$ cat src/rtl/sensor_pkg.sv
// Shared types and helpers for the sensor readout path: default geometry,
// buffered row entry, serialiser states and one-hot row-select helpers.
package sensor_pkg;

  localparam int DEF_ARRAY_WIDTH  = 4;
  localparam int DEF_ARRAY_HEIGHT = 4;
  localparam int DEF_PIXEL_BITS   = 8;

  // Widest row-select vector the one-hot helpers accept.
  localparam int SEL_MAX = 32;

  // Index width: clog2 of the count, never narrower than one bit.
  function automatic int idx_w(input int n);
    if (n > 1) begin
      return $clog2(n);
    end else begin
      return 1;
    end
  endfunction

  // Row entry at the default geometry; the top re-declares it for its own sizes.
  typedef struct packed {
    logic [idx_w(DEF_ARRAY_HEIGHT)-1:0]          row;
    logic [DEF_ARRAY_WIDTH*DEF_PIXEL_BITS-1:0]   data;
  } row_entry_t;

  typedef enum logic [0:0] {
    ST_IDLE = 1'b0,
    ST_SEND = 1'b1
  } ser_state_t;

  // True when exactly one bit of v is set.
  function automatic logic onehot_valid(input logic [SEL_MAX-1:0] v);
    logic [5:0] n;
    n = 6'd0;
    for (int i = 0; i < SEL_MAX; i++) begin
      if (v[i]) begin
        n = n + 6'd1;
      end else begin
        n = n;
      end
    end
    return (n == 6'd1);
  endfunction

  // Index of the set bit of a one-hot vector.
  function automatic logic [4:0] onehot_encode(input logic [SEL_MAX-1:0] v);
    logic [4:0] idx;
    idx = 5'd0;
    for (int i = 0; i < SEL_MAX; i++) begin
      if (v[i]) begin
        idx = 5'(i);
      end else begin
        idx = idx;
      end
    end
    return idx;
  endfunction

endpackage

$ cat src/rtl/row_fifo.sv
// Two-entry row buffer. A push while full is accepted only if a pop frees a
// slot in the same cycle; otherwise it is ignored and the contents stay put.
module row_fifo
  import sensor_pkg::*;
#(
  parameter type entry_t = row_entry_t
) (
  input  logic   clk,
  input  logic   reset,
  input  logic   push,
  input  entry_t push_entry,
  input  logic   pop,
  output entry_t head,
  output entry_t next,
  output logic   empty,
  output logic   full
);

  entry_t     mem_q [2];
  entry_t     mem_d [2];
  logic       wr_ptr_q, wr_ptr_d;
  logic       rd_ptr_q, rd_ptr_d;
  logic [1:0] count_q, count_d;
  logic       do_push_s;
  logic       do_pop_s;

  // Next-state pointers, storage and occupancy.
  always_comb begin
    mem_d     = mem_q;
    wr_ptr_d  = wr_ptr_q;
    rd_ptr_d  = rd_ptr_q;
    count_d   = count_q;
    do_pop_s  = pop && (count_q != 2'd0);
    do_push_s = push && ((count_q != 2'd2) || do_pop_s);
    if (do_push_s) begin
      mem_d[wr_ptr_q] = push_entry;
      wr_ptr_d        = ~wr_ptr_q;
    end else begin
      wr_ptr_d = wr_ptr_q;
    end
    if (do_pop_s) begin
      rd_ptr_d = ~rd_ptr_q;
    end else begin
      rd_ptr_d = rd_ptr_q;
    end
    case ({do_push_s, do_pop_s})
      2'b10:   count_d = count_q + 2'd1;
      2'b01:   count_d = count_q - 2'd1;
      default: count_d = count_q;
    endcase
  end

  // State registers; reset empties the buffer.
  always_ff @(posedge clk or negedge reset) begin
    if (!reset) begin
      mem_q[0] <= '0;
      mem_q[1] <= '0;
      wr_ptr_q <= 1'b0;
      rd_ptr_q <= 1'b0;
      count_q  <= 2'd0;
    end else begin
      mem_q    <= mem_d;
      wr_ptr_q <= wr_ptr_d;
      rd_ptr_q <= rd_ptr_d;
      count_q  <= count_d;
    end
  end

  assign head  = mem_q[rd_ptr_q];
  assign next  = mem_q[~rd_ptr_q];
  assign empty = (count_q == 2'd0);
  assign full  = (count_q == 2'd2);

endmodule

$ cat src/rtl/pixel_readout.sv
// Captures each released pixel-array row, buffers up to two rows and streams
// them out one pixel per handshake with frame markers and sticky error flags.
module pixel_readout
  import sensor_pkg::*;
#(
  parameter  int PIXEL_ARRAY_WIDTH  = DEF_ARRAY_WIDTH,
  parameter  int PIXEL_ARRAY_HEIGHT = DEF_ARRAY_HEIGHT,
  parameter  int PIXEL_BITS         = DEF_PIXEL_BITS,
  localparam int ROW_W              = idx_w(PIXEL_ARRAY_HEIGHT),
  localparam int COL_W              = idx_w(PIXEL_ARRAY_WIDTH)
) (
  input  logic                                    clk,
  input  logic                                    reset,
  input  logic                                    p_erase,
  input  logic [PIXEL_ARRAY_HEIGHT-1:0]           p_row_select,
  input  logic [PIXEL_ARRAY_WIDTH*PIXEL_BITS-1:0] p_data,
  output logic                                    out_valid,
  input  logic                                    out_ready,
  output logic [PIXEL_BITS-1:0]                   out_data,
  output logic [ROW_W-1:0]                        out_row,
  output logic [COL_W-1:0]                        out_col,
  output logic                                    out_frame_start,
  output logic                                    out_frame_end,
  output logic                                    overflow,
  output logic                                    sel_error
);

  localparam int ROW_BITS = PIXEL_ARRAY_WIDTH * PIXEL_BITS;

  typedef struct packed {
    logic [ROW_W-1:0]    row;
    logic [ROW_BITS-1:0] data;
  } entry_t;

  // Input stage and sticky flags
  logic [PIXEL_ARRAY_HEIGHT-1:0] sel_q, sel_d;
  logic [ROW_BITS-1:0]           data_q, data_d;
  logic                          erase_q, erase_d;
  logic                          overflow_q, overflow_d;
  logic                          sel_error_q, sel_error_d;

  // Serialiser state and registered outputs
  ser_state_t                    state_q, state_d;
  logic                          valid_q, valid_d;
  logic [PIXEL_BITS-1:0]         pix_q, pix_d;
  logic [ROW_W-1:0]              row_q, row_d;
  logic [COL_W-1:0]              col_q, col_d;
  logic                          fs_q, fs_d;
  logic                          fe_q, fe_d;

  logic                          sel_ok_s;
  logic                          push_s;
  logic                          pop_s;
  logic                          load_s;
  logic [COL_W-1:0]              load_col_s;
  entry_t                        load_entry_s;
  entry_t                        push_entry_s;
  entry_t                        fifo_head_s;
  entry_t                        fifo_next_s;
  logic                          fifo_empty_s;
  logic                          fifo_full_s;

  row_fifo #(.entry_t(entry_t)) u_row_fifo (
    .clk        (clk),
    .reset      (reset),
    .push       (push_s),
    .push_entry (push_entry_s),
    .pop        (pop_s),
    .head       (fifo_head_s),
    .next       (fifo_next_s),
    .empty      (fifo_empty_s),
    .full       (fifo_full_s)
  );

  // Capture a row one cycle after it is released; flag multi-row selects.
  always_comb begin
    sel_d             = p_row_select;
    data_d            = p_data;
    erase_d           = p_erase;
    sel_ok_s          = onehot_valid(32'(sel_q));
    push_s            = sel_ok_s && (p_row_select != sel_q);
    push_entry_s.row  = ROW_W'(onehot_encode(32'(sel_q)));
    push_entry_s.data = data_q;
    if (push_s && fifo_full_s && !pop_s) begin
      overflow_d = 1'b1;
    end else if (p_erase && !erase_q) begin
      overflow_d = 1'b0;
    end else begin
      overflow_d = overflow_q;
    end
    if ((sel_q != '0) && !sel_ok_s) begin
      sel_error_d = 1'b1;
    end else if (p_erase && !erase_q) begin
      sel_error_d = 1'b0;
    end else begin
      sel_error_d = sel_error_q;
    end
  end

  // Serialiser: walk the head row column by column, chain rows without a bubble.
  always_comb begin
    state_d      = state_q;
    valid_d      = valid_q;
    pix_d        = pix_q;
    row_d        = row_q;
    col_d        = col_q;
    fs_d         = fs_q;
    fe_d         = fe_q;
    pop_s        = 1'b0;
    load_s       = 1'b0;
    load_entry_s = fifo_head_s;
    load_col_s   = '0;
    case (state_q)
      ST_IDLE: begin
        if (!fifo_empty_s) begin
          state_d = ST_SEND;
          load_s  = 1'b1;
        end else begin
          state_d = ST_IDLE;
        end
      end
      ST_SEND: begin
        if (valid_q && out_ready) begin
          if (col_q != COL_W'(PIXEL_ARRAY_WIDTH - 1)) begin
            load_s     = 1'b1;
            load_col_s = col_q + COL_W'(1);
          end else begin
            pop_s = 1'b1;
            if (fifo_full_s) begin
              load_s       = 1'b1;
              load_entry_s = fifo_next_s;
            end else begin
              state_d = ST_IDLE;
            end
          end
        end else begin
          state_d = ST_SEND;
        end
      end
      default: state_d = ST_IDLE;
    endcase
    if (load_s) begin
      valid_d = 1'b1;
      pix_d   = load_entry_s.data[int'(load_col_s) * PIXEL_BITS +: PIXEL_BITS];
      row_d   = load_entry_s.row;
      col_d   = load_col_s;
      fs_d    = (load_entry_s.row == ROW_W'(0)) && (load_col_s == COL_W'(0));
      fe_d    = (load_entry_s.row == ROW_W'(PIXEL_ARRAY_HEIGHT - 1)) &&
                (load_col_s == COL_W'(PIXEL_ARRAY_WIDTH - 1));
    end else if (state_d == ST_IDLE) begin
      valid_d = 1'b0;
      pix_d   = '0;
      row_d   = '0;
      col_d   = '0;
      fs_d    = 1'b0;
      fe_d    = 1'b0;
    end else begin
      valid_d = valid_q;
    end
  end

  // All state registers; reset discards everything including buffered rows.
  always_ff @(posedge clk or negedge reset) begin
    if (!reset) begin
      sel_q       <= '0;
      data_q      <= '0;
      erase_q     <= 1'b0;
      overflow_q  <= 1'b0;
      sel_error_q <= 1'b0;
      state_q     <= ST_IDLE;
      valid_q     <= 1'b0;
      pix_q       <= '0;
      row_q       <= '0;
      col_q       <= '0;
      fs_q        <= 1'b0;
      fe_q        <= 1'b0;
    end else begin
      sel_q       <= sel_d;
      data_q      <= data_d;
      erase_q     <= erase_d;
      overflow_q  <= overflow_d;
      sel_error_q <= sel_error_d;
      state_q     <= state_d;
      valid_q     <= valid_d;
      pix_q       <= pix_d;
      row_q       <= row_d;
      col_q       <= col_d;
      fs_q        <= fs_d;
      fe_q        <= fe_d;
    end
  end

  assign out_valid       = valid_q;
  assign out_data        = pix_q;
  assign out_row         = row_q;
  assign out_col         = col_q;
  assign out_frame_start = fs_q;
  assign out_frame_end   = fe_q;
  assign overflow        = overflow_q;
  assign sel_error       = sel_error_q;

endmodule

$ cat config.mk
export PLATFORM = sky130hd
export DESIGN_NAME = pixel_readout
export DESIGN_NICKNAME = d
export VERILOG_FILES = /design/src/rtl/sensor_pkg.sv /design/src/rtl/row_fifo.sv /design/src/rtl/pixel_readout.sv
export SDC_FILE = /design/constraint.sdc
export NUM_CORES = 1
export LEC_CHECK = 0
export ABC_AREA = 1
export BUFFER_PORTS_ARGS = -buffer_cell sky130_fd_sc_hd__buf_2
export CAP_MARGIN = 40
export CORE_UTILIZATION = 35
export DETAILED_ROUTE_END_ITERATION = 8
export PLACE_DENSITY = 0.56
export RECOVER_POWER = 50
export SETUP_SLACK_MARGIN = 0.1
export SLEW_MARGIN = 20
export SYNTH_ARGS = -nofsm -noshare
export SYNTH_HDL_FRONTEND = slang
export SYNTH_SLANG_ARGS = --single-unit
$ cat constraint.sdc
create_clock -name clk -period 6.28 [get_ports clk]
set_input_delay 0 -clock clk [delete_from_list [all_inputs] [get_ports clk]]
set_output_delay 0 -clock clk [all_outputs]
set_load 0.005 [all_outputs]
# Word-level counts from Yosys, hierarchy flattened

Cells that the tools add are included.

Bitwise operators: 6
Shift-type cells: 1
Mux-type cells: 46
Equality and inequality tests: 10
$add $sub $neg: 6
Reductions and logical operators: 23
Magnitude comparators: 4

Operators by type and width:

| kind                                                     | number |
|---|---|
| two-way mux 34 bit                                       | 11 |
| bitwise mux 68 bit                                       | 1 |
| demux 34 bit (select 1 bit)                              | 1 |
| variable part select 32 x 6 -> 8 bit                     | 1 |
| adder 6 x 1 -> 6 bit, second input constant              | 3 |
| two-way mux 6 bit                                        | 3 |
| two-way mux 1 bit                                        | 17 |
| two-way mux 2 bit                                        | 8 |
| two-way mux 8 bit                                        | 2 |
| logical AND 1 bit                                        | 11 |
| == test 2 bit, second input constant                     | 4 |
| nonzero test 2 bit                                       | 4 |
| == test 6 x 1 -> 1 bit, second input constant            | 1 |
| greater-or-equal comparator 2 bit, second input constant | 3 |
| logical NOT 2 bit                                        | 3 |
| inverter 1 -> 2 bit                                      | 3 |
| adder 2 x 1 -> 2 bit, second input constant              | 2 |
| != test 2 bit, second input constant                     | 2 |
| != test 4 bit                                            | 1 |
| one-hot mux 1 bit (2 select lines)                       | 2 |
| one-hot mux 2 bit (2 select lines)                       | 1 |
| nonzero test 4 bit                                       | 1 |
| logical NOT 1 bit                                        | 3 |
| inverter 1 bit                                           | 3 |
| 5 further kinds                                          | 5 |

Register bits after elaboration: 127

# Longest topological paths before layout

Depth in word-level cells: 12
Depth in mapped cells: 17
Gate-level depth less buffers: 16

# Cells and area by module

From an unflattened synthesis, not the netlist that was laid out.

Cells, all modules: 801
Area, all modules: 6288.5 µm²

By module, submodules not included:

| module        | area an instance (µm²) | instances | cells an instance |
|---|---|---|---|
| row_fifo      | 3827.4                 | 1         | 513 |
| pixel_readout | 2461.1                 | 1         | 288 |

# Least setup slack after synthesis

OpenSTA, ideal clock, no wires.

Path kind: flip-flop to flip-flop
From: register sel_q[0]
To: register u_row_fifo.count_q[1]
Cell stages (with the launch flop): 17
Data required time: 6.149 ns
Arrival: 2.519 ns
Slack: 3.630 ns
Path through: dfrtp_1 > inv_1 > ha_1 > nor2_1 > nor2_2 > ha_1 > nor2_1 > o21ai_1 > nand2_1 > nand3_2 > nor2_4 > buf_6 > inv_1 > ha_1 > a21oi_1 > o21ai_0 > xor2_1

Longest elaborated chain between the ends: 12
Elaborated cells on any way between the ends: 15

Ends and longest elaborated chain:

| element                                                                         | RTL line             | text |
|---|---|---|
| from (decl)                                                                     | pixel_readout.sv:36  | `logic [PIXEL_ARRAY_HEIGHT-1:0] sel_q, sel_d;` |
| from (signal assigned)                                                          | pixel_readout.sv:178 | `sel_q <= sel_d;` |
| two-way mux 1 bit                                                               | sensor_pkg.sv:37     | `if (v[i]) begin` |
| adder 6 x 1 -> 6 bit                                                            | sensor_pkg.sv:38     | `n = n + 6'd1;` |
| two-way mux 6 bit                                                               | sensor_pkg.sv:37     |  |
| adder 6 x 1 -> 6 bit                                                            | sensor_pkg.sv:38     |  |
| two-way mux 6 bit                                                               | sensor_pkg.sv:37     |  |
| adder 6 x 1 -> 6 bit                                                            | sensor_pkg.sv:38     |  |
| two-way mux 6 bit                                                               | sensor_pkg.sv:37     |  |
| == test 6 x 1 -> 1 bit                                                          | sensor_pkg.sv:43     | `return (n == 6'd1);` |
| logical AND 1 bit *                                                             | pixel_readout.sv:81  | `push_s = sel_ok_s && (p_row_select != sel_q);` |
| logical AND 1 bit *                                                             | row_fifo.sv:34       | `do_push_s = push && ((count_q != 2'd2) \|\| do_pop_s);` |
| == test 2 x 1 -> 1 bit / == test 2 bit (equally long branches)                  | row_fifo.sv:46       | `case ({do_push_s, do_pop_s})` |
| one-hot mux 2 bit (2 select lines) / nonzero test 2 bit (equally long branches) | -                    |  |
| to (signal assigned)                                                            | row_fifo.sv:65       | `count_q <= count_d;` |
| to (decl)                                                                       | row_fifo.sv:23       | `logic [1:0] count_q, count_d;` |

Every way passes the cells marked *; elsewhere a longest branch is shown, timed or not.
A chain may end at the register's enable or synchronous reset.

# Worst setup path in the final report

From: register sel_q[1]
To: register u_row_fifo.count_q[1]

Longest elaborated chain between the ends: 10
Elaborated cells on any way between the ends: 13

Ends and longest elaborated chain:

| element                                                                         | RTL line |
|---|---|
| two-way mux 6 bit                                                               | sensor_pkg.sv:37 |
| adder 6 x 1 -> 6 bit                                                            | sensor_pkg.sv:38 |
| two-way mux 6 bit                                                               | sensor_pkg.sv:37 |
| adder 6 x 1 -> 6 bit                                                            | sensor_pkg.sv:38 |
| two-way mux 6 bit                                                               | sensor_pkg.sv:37 |
| == test 6 x 1 -> 1 bit                                                          | sensor_pkg.sv:43 |
| logical AND 1 bit *                                                             | pixel_readout.sv:81 |
| logical AND 1 bit *                                                             | row_fifo.sv:34 |
| == test 2 x 1 -> 1 bit / == test 2 bit (equally long branches)                  | row_fifo.sv:46 |
| one-hot mux 2 bit (2 select lines) / nonzero test 2 bit (equally long branches) | - |

Marked as above.

==> impl_metrics.csv <==
group,metric,value,unit
floorplanning,dieArea,16600,um2
worst_setup_path,critPathMaxFanout,45,
final_layout,n_fill_cell,1595,
job,drv_cap,2,
synth,yosysWarnings,0,
clock_network,cts_buffer_depth,2,
final_layout,drive_gt1_frac,0.112,
synth,synth.area.top_cells,"dfrtp_1, nand2_1, nand3_1",
synth,syn-num-nets,722,
place,gp_congestion,0.788,
synth,synth-edff-count,0,
clock_network,cts_tree,"yes",
global_routing,grt_max_degree,49,
clock_network,clkLatencyLatePin,0.42,ns
synth,async_reset_ff_frac,1.00,
timing,hold_viol,0,
final_layout,layout.nets,812,
status,status,"complete, but fails checks",
detailed_routing,dr.pass1.iters,5,
synth,synth-seq-cells,127,
global_routing,grt-ovfl-total,0,
place,portBuffers,56,
timing,finClkSkew,0.00798,ns
power_and_ir_drop,vdd_drop_max,0.196,mV
detailed_routing,drt_iter0_drc,258,
detailed_routing,via_count,4560,
final_layout,diodes,0,
worst_setup_path,crit_path_end_kind,"flop",
synth,synth-main-ff-cell,"dfrtp_1",
detailed_routing,routed_wl,13400,um
timing,final.setup.tns,0,ns
floorplanning,fp.dieW,129,um
floorplanning,floorplan.rows,46,
timing,slew_violations,82,
final_layout,postLayoutCoreUtil,0.452,
floorplanning,top_level_ports,57,
worst_setup_path,crit_path_frequent_cell,"ha_1",
floorplanning,fp.coreArea,15800,um2
timing,tightest_slew,2.48,ns
global_routing,first_global_vias,4688,
synth,yosys.area.top_type,"dfrtp_1",
worst_setup_path,worst_path_dominant_cell_family,"simple AND/OR/NAND/NOR gates",
worst_setup_path,crit_slowest_cell,"nor2_4",
global_routing,antenna_found_initial,0,
clock_network,cts_buffers,17,
timing,holdWs,0.0399,ns
detailed_routing,wl_per_cell,13.5,um
synth,yosysTopAreaCellShare,0.564,
synth,netlist_instances,677,
clock_network,cts.clk_slew.worst_paths,0.06,ns
detailed_routing,drc_errors,0,
timing,rsz0062_at_grt,"false",
place,dp_cells,925,
min_path,hp-class,"input port to flop",
clock_network,htreeDepth,4,
detailed_routing,via_per_inst,4.58,
synth,avgSynthCellArea,8.32,um2
timing,fin_crit_sh,0.589,
worst_setup_path,cp.required,6.57,ns
floorplanning,initial_core_util,0.357,
timing,period_minus_slack,3.70,ns
clock_network,post-cts-setup-buffers,0,
worst_setup_path,worstPathCellList,"inv_1 -> ha_1 -> nor2_1 -> nor2_2 -> ha_1 -> nor2_1 -> o21ai_1 -> nand2_1 -> nand3_2 -> nor2_4 -> buf_4 -> inv_1 -> ha_1 -> a21oi_1 -> o21ai_0 -> xor2_1",
synth,yosysSeqAreaShare,0.564,
timing,setup_viol,0,
status,violations,"max-capacitance violations, max-slew violations",
worst_setup_path,crit_type,"flop to flop",
floorplanning,die_h,129,um
final_layout,layout.cells.non_filler,996,
synth,mappedNetlistArea,5630,um2
detailed_routing,ant_nets,0,
worst_setup_path,worstPathArrival,3.99,ns
worst_setup_path,startpoint_type,"flop",
worst_setup_path,slowest_delay,0.50,ns
clock_network,cts.sinks,127,
power_and_ir_drop,leakagePower,3.76,nW
timing,max_freq,0.270,GHz
worst_setup_path,critical_path_buf_inv_count,3,
final_layout,area_growth,26.7,%
synth,ys_types,24,
global_routing,grtUsageTotal,0.182,
clock_network,cts-root-buf,"clkbuf_16",
timing,max_slew_margin,-0.655,
global_routing,grt_pass1_wl,23200,um
power_and_ir_drop,power_density,478,nW/um2
place,dp_hpwl,8500,um
## synthesized netlist by cell type (all sizes together) (2+ instances only)
| cell | instances |
|---|---|
| dfrtp | 127 |
| nand3b | 23 |
| clkbuf | 17 |
| ha | 5 |
| xor2 | 5 |
| nand2 | 287 |
| inv | 56 |
| xnor2 | 2 |
| nor2 | 16 |
| buf | 15 |
| nand3 | 98 |
| o21ai | 22 |
## where the power goes
part / switching, mW / internal (mW)
clock: 0.363 / 0.726
combinational: 0.719 / 0.370
sequential: 0.145 / 1.09
total: 1.23 / 2.18
## sequential cells by signal, indices dropped and copies added (netlist names)
register / cells
out_frame_end: 1
u_row_fifo.wr_ptr_q: 1
sel_error: 1
out_data: 8
u_row_fifo.rd_ptr_q: 1
state_q: 1
out_row: 2
sel_q: 4
u_row_fifo.mem_q: 68
erase_q: 1
data_q: 32
overflow: 1
out_valid: 1
u_row_fifo.count_q: 2
out_col: 2
out_frame_start: 1
## kinds of logic (layout without fill, tap and decap cells)
logic type / count (synthesis) / after routing / share of synthesized area
and+or+nand+nor: 424 / 424 / 0.325
DFF: 127 / 127 / 0.564
AOI/OAI and AO/OA: 25 / 25 / 0.0240
adders and majority gates: 5 / 5 / 0.0111
xor gates and xnor gates: 7 / 7 / 0.0109
buffers and inverters: 89 / 192 / 0.0653
## worst register-to-register path: stages, from the launching register on
cell and delay, ns:
dfrtp_1 0.39, inv_1 0.08, ha_1 0.31, nor2_1 0.18
nor2_2 0.08, ha_1 0.31, nor2_1 0.11, o21ai_1 0.07
nand2_1 0.10, nand3_2 0.11, nor2_4 0.50, buf_4 0.50
inv_1 0.13, ha_1 0.32, a21oi_1 0.12, o21ai_0 0.11
xor2_1 0.16
## cell type report
class	instances	area, um2	share of cell area
tap	216	270	0.0379
multi-input combinational	461	2090	0.293
sequential	127	3180	0.445
clock inverter	13	210	0.0295
timing repair buffer	103	722	0.101
clock buffer	19	453	0.0635
inverter	57	214	0.0300
## worst paths after layout
check | startpoint | to | slack, ns | cells after the start
max | sel_q[1]$_DFF_PN0_ | u_row_fifo.count_q[1]$_DFFE_PN0P_ | 2.58 | 16
min | out_ready | out_col[0]$_DFFE_PN0P_ | 0.04 | 6
max reg2reg | sel_q[1]$_DFF_PN0_ | u_row_fifo.count_q[1]$_DFFE_PN0P_ | 2.58 | 16
min reg2reg | u_row_fifo.mem_q[15]$_DFFE_PN0P_ | u_row_fifo.mem_q[15]$_DFFE_PN0P_ | 0.46 | 2
max in group asynchronous | reset | out_data[3]$_DFFE_PN0P_ | 2.60 | 3
min in group asynchronous | reset | u_row_fifo.mem_q[16]$_DFFE_PN0P_ | 0.90 | 2
## metal layers
metal  wire length, um  GRT usage  share of wire
met1              6220      0.237           0.46
met2              6400      0.294           0.48
met5                 0          0              0
met3               648     0.0499          0.048
met4               164     0.0609          0.012
## through the flow
step	cell area (um2)	setup slack (ns)	power, mW
after detailed placement	6110	2.62	2.32
after global placement	6090	2.78	2.29
after global routing	7130	1.74	3.68
final	7130	2.58	3.41
after floorplan	5630	3.63	1.97
after CTS	7160	2.59	3.45
## what timing repair did
| action | CTS | global route |
|---|---|---|
| endpoints found under the hold margin | 84 | 0 |
| hold buffers | 38 | 0 |
| resized for setup | 0 | 0 |
## cells in the final DEF (no fill, tap or decap), types with 12 or more instances in the layout
master	count
buf_2	38
clkbuf_1	19
clkbuf_16	17
dfrtp_1	127
dlygate4sd3_1	38
inv_1	56
nand2_1	284
nand3_1	97
nand3b_1	23
nor2_1	12
o21ai_0	18
Power figures use the tool's default switching activity.
